File: src/rtl/matrix_pkg.sv
// ============================================================================
// matrix_pkg : shared types and constants for the 8x8 RGB matrix blocks
// Revision   : 1.0
// ============================================================================
`default_nettype none

package matrix_pkg;

  typedef enum logic [1:0] {
    HUNT     = 2'd0,
    RECV     = 2'd1,
    WRITE    = 2'd2,
    WAIT_ACK = 2'd3
  } loader_state_t;

  localparam int         MATRIX_ROWS       = 8;
  localparam int         MATRIX_COLS       = 8;
  localparam logic [7:0] DEFAULT_SYNC_BYTE = 8'hA5;

  // Bit positions inside a 4-bit pixel nibble (0bxRGB)
  localparam int RED   = 2;
  localparam int GREEN = 1;
  localparam int BLUE  = 0;

endpackage

`default_nettype wire

File: src/rtl/matrix_loader.sv
// ============================================================================
// matrix_loader : sync-framed byte stream to Wishbone row-register writer
// Revision      : 1.0
// ============================================================================
`default_nettype none

module matrix_loader
  import matrix_pkg::*;
#(
  parameter int         WB_DATA_WIDTH = 32,
  parameter int         REG_COUNT     = MATRIX_ROWS,
  parameter int         WB_ADDR_WIDTH = $clog2(REG_COUNT),
  parameter int         WB_SEL_WIDTH  = WB_DATA_WIDTH / 8,
  parameter logic [7:0] SYNC_BYTE     = DEFAULT_SYNC_BYTE,
  parameter int         ACK_TIMEOUT   = 255
) (
  input  logic                     clk,
  input  logic                     reset,
  input  logic                     i_valid,
  input  logic [7:0]               i_data,
  output logic                     o_ready,
  output logic                     o_wb_cyc,
  output logic                     o_wb_stb,
  output logic                     o_wb_we,
  output logic [WB_ADDR_WIDTH-1:0] o_wb_addr,
  output logic [WB_SEL_WIDTH-1:0]  o_wb_sel,
  output logic [WB_DATA_WIDTH-1:0] o_wb_wdata,
  input  logic                     i_wb_ack,
  input  logic                     i_wb_stall,
  input  logic [WB_DATA_WIDTH-1:0] i_wb_rdata,
  output logic                     o_frame_done,
  output logic                     o_error
);

  localparam int TO_W = $clog2(ACK_TIMEOUT + 1);
  localparam logic [TO_W-1:0]          C_TO_LAST  = TO_W'(ACK_TIMEOUT - 1);
  localparam logic [WB_ADDR_WIDTH-1:0] C_ROW_LAST = WB_ADDR_WIDTH'(REG_COUNT - 1);

  loader_state_t            r_state;
  logic [WB_ADDR_WIDTH-1:0] r_row;
  logic [1:0]               r_byte_idx;
  logic [WB_DATA_WIDTH-9:0] r_word;
  logic [TO_W-1:0]          r_timeout;

  logic w_accept;
  logic w_complete;
  logic w_unused;

  assign o_ready    = (r_state == HUNT) || (r_state == RECV);
  assign w_accept   = i_valid && o_ready;
  // Ack coinciding with strobe acceptance completes the write immediately
  assign w_complete = ((r_state == WRITE) && !i_wb_stall && i_wb_ack) ||
                      ((r_state == WAIT_ACK) && i_wb_ack);
  assign w_unused   = ^i_wb_rdata;

  always_ff @(posedge clk or posedge reset) begin
    if (reset) begin
      r_state      <= HUNT;
      r_row        <= '0;
      r_byte_idx   <= 2'd0;
      r_word       <= '0;
      r_timeout    <= '0;
      o_wb_cyc     <= 1'b0;
      o_wb_stb     <= 1'b0;
      o_wb_we      <= 1'b0;
      o_wb_addr    <= '0;
      o_wb_sel     <= '0;
      o_wb_wdata   <= '0;
      o_frame_done <= 1'b0;
      o_error      <= 1'b0;
    end else begin
      o_frame_done <= 1'b0;
      case (r_state)
        HUNT: begin
          if (w_accept && (i_data == SYNC_BYTE)) begin
            r_state    <= RECV;
            r_row      <= '0;
            r_byte_idx <= 2'd0;
            o_error    <= 1'b0;
          end
        end
        RECV: begin
          if (w_accept) begin
            r_word     <= {r_word[WB_DATA_WIDTH-17:0], i_data};
            r_byte_idx <= r_byte_idx + 2'd1;
            if (r_byte_idx == 2'd3) begin
              o_wb_cyc   <= 1'b1;
              o_wb_stb   <= 1'b1;
              o_wb_we    <= 1'b1;
              o_wb_sel   <= '1;
              o_wb_addr  <= r_row;
              o_wb_wdata <= {r_word, i_data};
              r_state    <= WRITE;
            end
          end
        end
        WRITE: begin
          if (!i_wb_stall) begin
            o_wb_stb  <= 1'b0;
            r_timeout <= '0;
            r_state   <= WAIT_ACK;
          end
        end
        WAIT_ACK: begin
          if (!i_wb_ack) begin
            if (r_timeout == C_TO_LAST) begin
              o_wb_cyc <= 1'b0;
              o_wb_we  <= 1'b0;
              o_wb_sel <= '0;
              o_error  <= 1'b1;
              r_state  <= HUNT;
            end else begin
              r_timeout <= r_timeout + TO_W'(1);
            end
          end
        end
        default: r_state <= HUNT;
      endcase

      // Overrides the per-state updates above when a row write finishes
      if (w_complete) begin
        o_wb_cyc   <= 1'b0;
        o_wb_we    <= 1'b0;
        o_wb_sel   <= '0;
        r_byte_idx <= 2'd0;
        if (r_row == C_ROW_LAST) begin
          o_frame_done <= 1'b1;
          r_state      <= HUNT;
        end else begin
          r_row   <= r_row + WB_ADDR_WIDTH'(1);
          r_state <= RECV;
        end
      end
    end
  end

endmodule

`default_nettype wire

File: config.mk
export PLATFORM = sky130hd
export DESIGN_NAME = matrix_loader
export DESIGN_NICKNAME = d
export VERILOG_FILES = /design/src/rtl/matrix_pkg.sv /design/src/rtl/matrix_loader.sv
export SDC_FILE = /design/constraint.sdc
export NUM_CORES = 1
export LEC_CHECK = 0
export ABC_AREA = 1
export BUFFER_PORTS_ARGS = -buffer_cell sky130_fd_sc_hd__buf_2
export CORE_MARGIN = 2
export CORE_UTILIZATION = 40
export DETAILED_ROUTE_END_ITERATION = 10
export MAX_ROUTING_LAYER = met4
export RECOVER_POWER = 25
export SLEW_MARGIN = 20
export SYNTH_ARGS = -nofsm -noshare
export SYNTH_HDL_FRONTEND = slang
export SYNTH_SLANG_ARGS = --single-unit
File: constraint.sdc
create_clock -name clk -period 6.4 [get_ports clk]
set_input_delay 0.96 -clock clk [delete_from_list [all_inputs] [get_ports clk]]
set_output_delay 0.96 -clock clk [all_outputs]
set_load 0.01 [all_outputs]
==> flow_metrics.tcl <==
set metrics [dict create \
    portBuffers 57 \
    synth_largest_area_cell "dfrtp_1" \
    cp.depth 5 \
    antenna_found_initial 0 \
    p_clk_share_pct 23.9 \
    r2r_slack_ns 4.22 \
    n_antenna_cell 0 \
    post_cts_buffers 0 \
    die-area_mm2 0.00953 \
    cts_resized 0 \
    synthSimpleGateAreaFrac_pct 18.1 \
    yosysWarnings 0 \
    cp_slowest_cell "dfrtp_1" \
    fin_tns_setup_ns 0 \
    yosysSeqAreaShare_pct 55.7 \
    worst_pin_slew_ns 0.978 \
    ctsHoldBuffers 0 \
    cp.buffers_inverters 3 \
    final_common_cell "nand2_1" \
    setup_slack_ns 3.82 \
    clock-root-buffer "clkbuf_8" \
    vdd_ir_drop_max_uv 235 \
    routed-via-count 2529 \
    critPathRequiredTime_ns 5.44 \
    critical_path.endpoint "o_ready" \
    dp_hpwl_um 4440 \
    synthArstFlopShare_pct 100 \
    drive_gt1_share_pct 22.9 \
    synth_xor_area_share_pct 1.25 \
    holdWs_ns 0.484 \
    yosys.area_share.adder_pct 3.57 \
    synth.area.top_cells "dfrtp_1 56%, nand2_1 9.3%, o21ai_0 8.0%" \
    clock_latency_ns 0.34 \
    rr_endpoint "o_wb_wdata[29]" \
    r2r_cells 4 \
    route.detailed.drc 0 \
    synth.avg_cell_area_um2 9.23 \
    path_delay_family "flip-flops" \
    core_mm2 0.00859 \
    wire_per_inst_um 12.0 \
    dp_slack_ns 4.13 \
    routed_via_density 4.64 \
    grt_max_degree 79 \
    p_comb_share_pct 31.0 \
    clkTransAtPathRegs_ns 0.09 \
    grt_remaining_overflow 0 \
    swShare_pct 36.7 \
    timing.rr.start "r_state[1]" \
    rsz0062_at_grt "false" \
    cpMostUsedCell "inv_1" \
    critPathMaxFanout 9 \
    synthCells 380 \
    nNetsFinal 487 \
    cp.arrival_ns 1.62 \
    drv_cap 0 \
    p_sw_uw 567 \
    firstDrtPassIters 4 \
    clock-sinks 78 \
    fmax_ghz 0.388 \
    post_dp_cell_area_mm2 0.00383 \
    place_congestion 0.822 \
    grt_usage_pct 15.3 \
    finalSetupViolCount 0 \
    seqPwrFrac_pct 45.0 \
    cp-end-kind "output port" \
    clock-skew-final_ns 0.0115 \
    fp.dieH_um 97.6 \
    synth_top_family_by_area "simple AND/OR/NAND/NOR gates" \
    initial_core_util_pct 40.8 \
    powerDensity_mw_per_mm2 383 \
    htreeDepth 3 \
    synthFlopType "dfrtp_1" \
    ioPinCount 90 \
    design_area_mm2 0.00403 \
    rows 34 \
    slew_violations 0 \
    p_leak_nw 2.12 \
    hold_viol 0 \
    max_stage_delay_ns 0.42 \
    path_cells "inv_1 > ha_1 > nor2_2 > inv_1 > buf_2" \
    numCtsBuffers 9 \
    ant_nets 0 \
    grt_pass1_wl_um 11500 \
    ys_types 28 \
    die_x_um 97.6 \
    grt_pass1_vias 2480 \
    cts.path.max_buffers 2 \
    synth_top_area_share_pct 55.7 \
    fin_crit_ns 2.58 \
    crit_path_start_kind "flip-flop" \
    final_cell_mix "87 x nand2_1, 78 x dfrtp_1, 57 x buf_2, 56 x o21ai_0, 49 x inv_1" \
    synth_edf_count 0 \
    syn_area_mm2 0.00351 \
    status "complete, no violations" \
    yosys_register_bits 78 \
    period_share_pct 40.2 \
    muxShareOfSynthArea_pct 2.57 \
    syn2layout_area_growth_pct 14.8 \
    synth-compound-area-share_pct 10.1 \
    drt-initial-drc-count 101 \
    finalCoreUtilization_pct 46.8 \
    slew_headroom_pct 34.8 \
    cp-startpoint "r_state[1]" \
    hold_path.class "flip-flop to flip-flop" \
    synth.net_count 435 \
    p_int_uw 976 \
    cts_tree "built" \
    timing_worst_setup_path_type "flip-flop to output port" \
    routed_wl_um 6570 \
]
[state kept, by name (all words and copies together), names as in the netlist, 2 cells and up]
name	count
r_byte_idx	2
r_row	3
r_timeout	8
o_wb_wdata	32
o_wb_addr	3
r_state	2
r_word	24
[cell usage after synthesis (7+ instances only)]
cell,count
nor2_1,20
nand2_1,87
nand3_1,13
clkbuf_1,7
inv_1,49
buf_4,9
ha_1,10
mux2_2,7
dfrtp_1,78
nand2_2,8
o21ai_0,56
[area by class of cell]
type                       count  area, um^2
clock buffer                  10         128
clock inverter                 6        70.1
fill                         849        4570
inverter                      51         195
multi-input combinational    233        1240
sequential                    78        1950
tap                          108         135
timing repair buffer          59         300
[how the worst min path moves through the flow]
stage	start	to	slack (ns)	cells past startpoint
floorplan	r_word[21]	r_word[21]	0.45	2
global placement	o_wb_wdata[22]	o_wb_wdata[22]	0.46	2
CTS	o_wb_wdata[17]	o_wb_wdata[17]	0.49	2
global route	r_word[21]	o_wb_wdata[29]	0.51	1
finish	o_wb_wdata[17]	o_wb_wdata[17]	0.48	2
detailed placement	o_wb_wdata[17]	o_wb_wdata[17]	0.47	2
[kinds of logic (layout without fill, tap and decap cells)]
kind of cell / after synthesis / in the layout
simple gates: 141 / 141
flops: 78 / 78
compound gates: 69 / 69
buf+inv: 69 / 126
fa+ha+maj: 10 / 10
mux: 8 / 8
xor+xnor: 5 / 5
[through the flow]
stage               instances  total power [mW]
floorplan                 380              1.07
global placement          529              1.17
detailed placement        529              1.19
CTS                       545              1.56
global route              545              1.68
finish                    545              1.54
[worst register-to-register path: stages, from the launching register on]
cell and delay (ns):
dfrtp_1 0.42, inv_1 0.12, ha_1 0.42, nand3_4 0.59, mux2_1 0.52
[layer usage]
layer	global-route usage (%)	vias to the layer above	part of all wire (%)
met5	-	-	0
met4	6.09	0	1.2
met3	3.60	8	4.4
met2	22.4	48	44
met1	20.6	1174	50
li1	-	1299	-
[power by group through the flow]
| stage | logic [mW] | clock network, mW | registers, mW |
|---|---|---|---|
| after floorplan | 0.369 | 0 | 0.705 |
| after global placement | 0.469 | 0 | 0.700 |
| after detailed placement | 0.481 | 0 | 0.706 |
| after CTS | 0.484 | 0.381 | 0.697 |
| after global routing | 0.563 | 0.403 | 0.712 |
| final | 0.478 | 0.369 | 0.695 |
No activity file was read; power rests on OpenSTA's default activity.
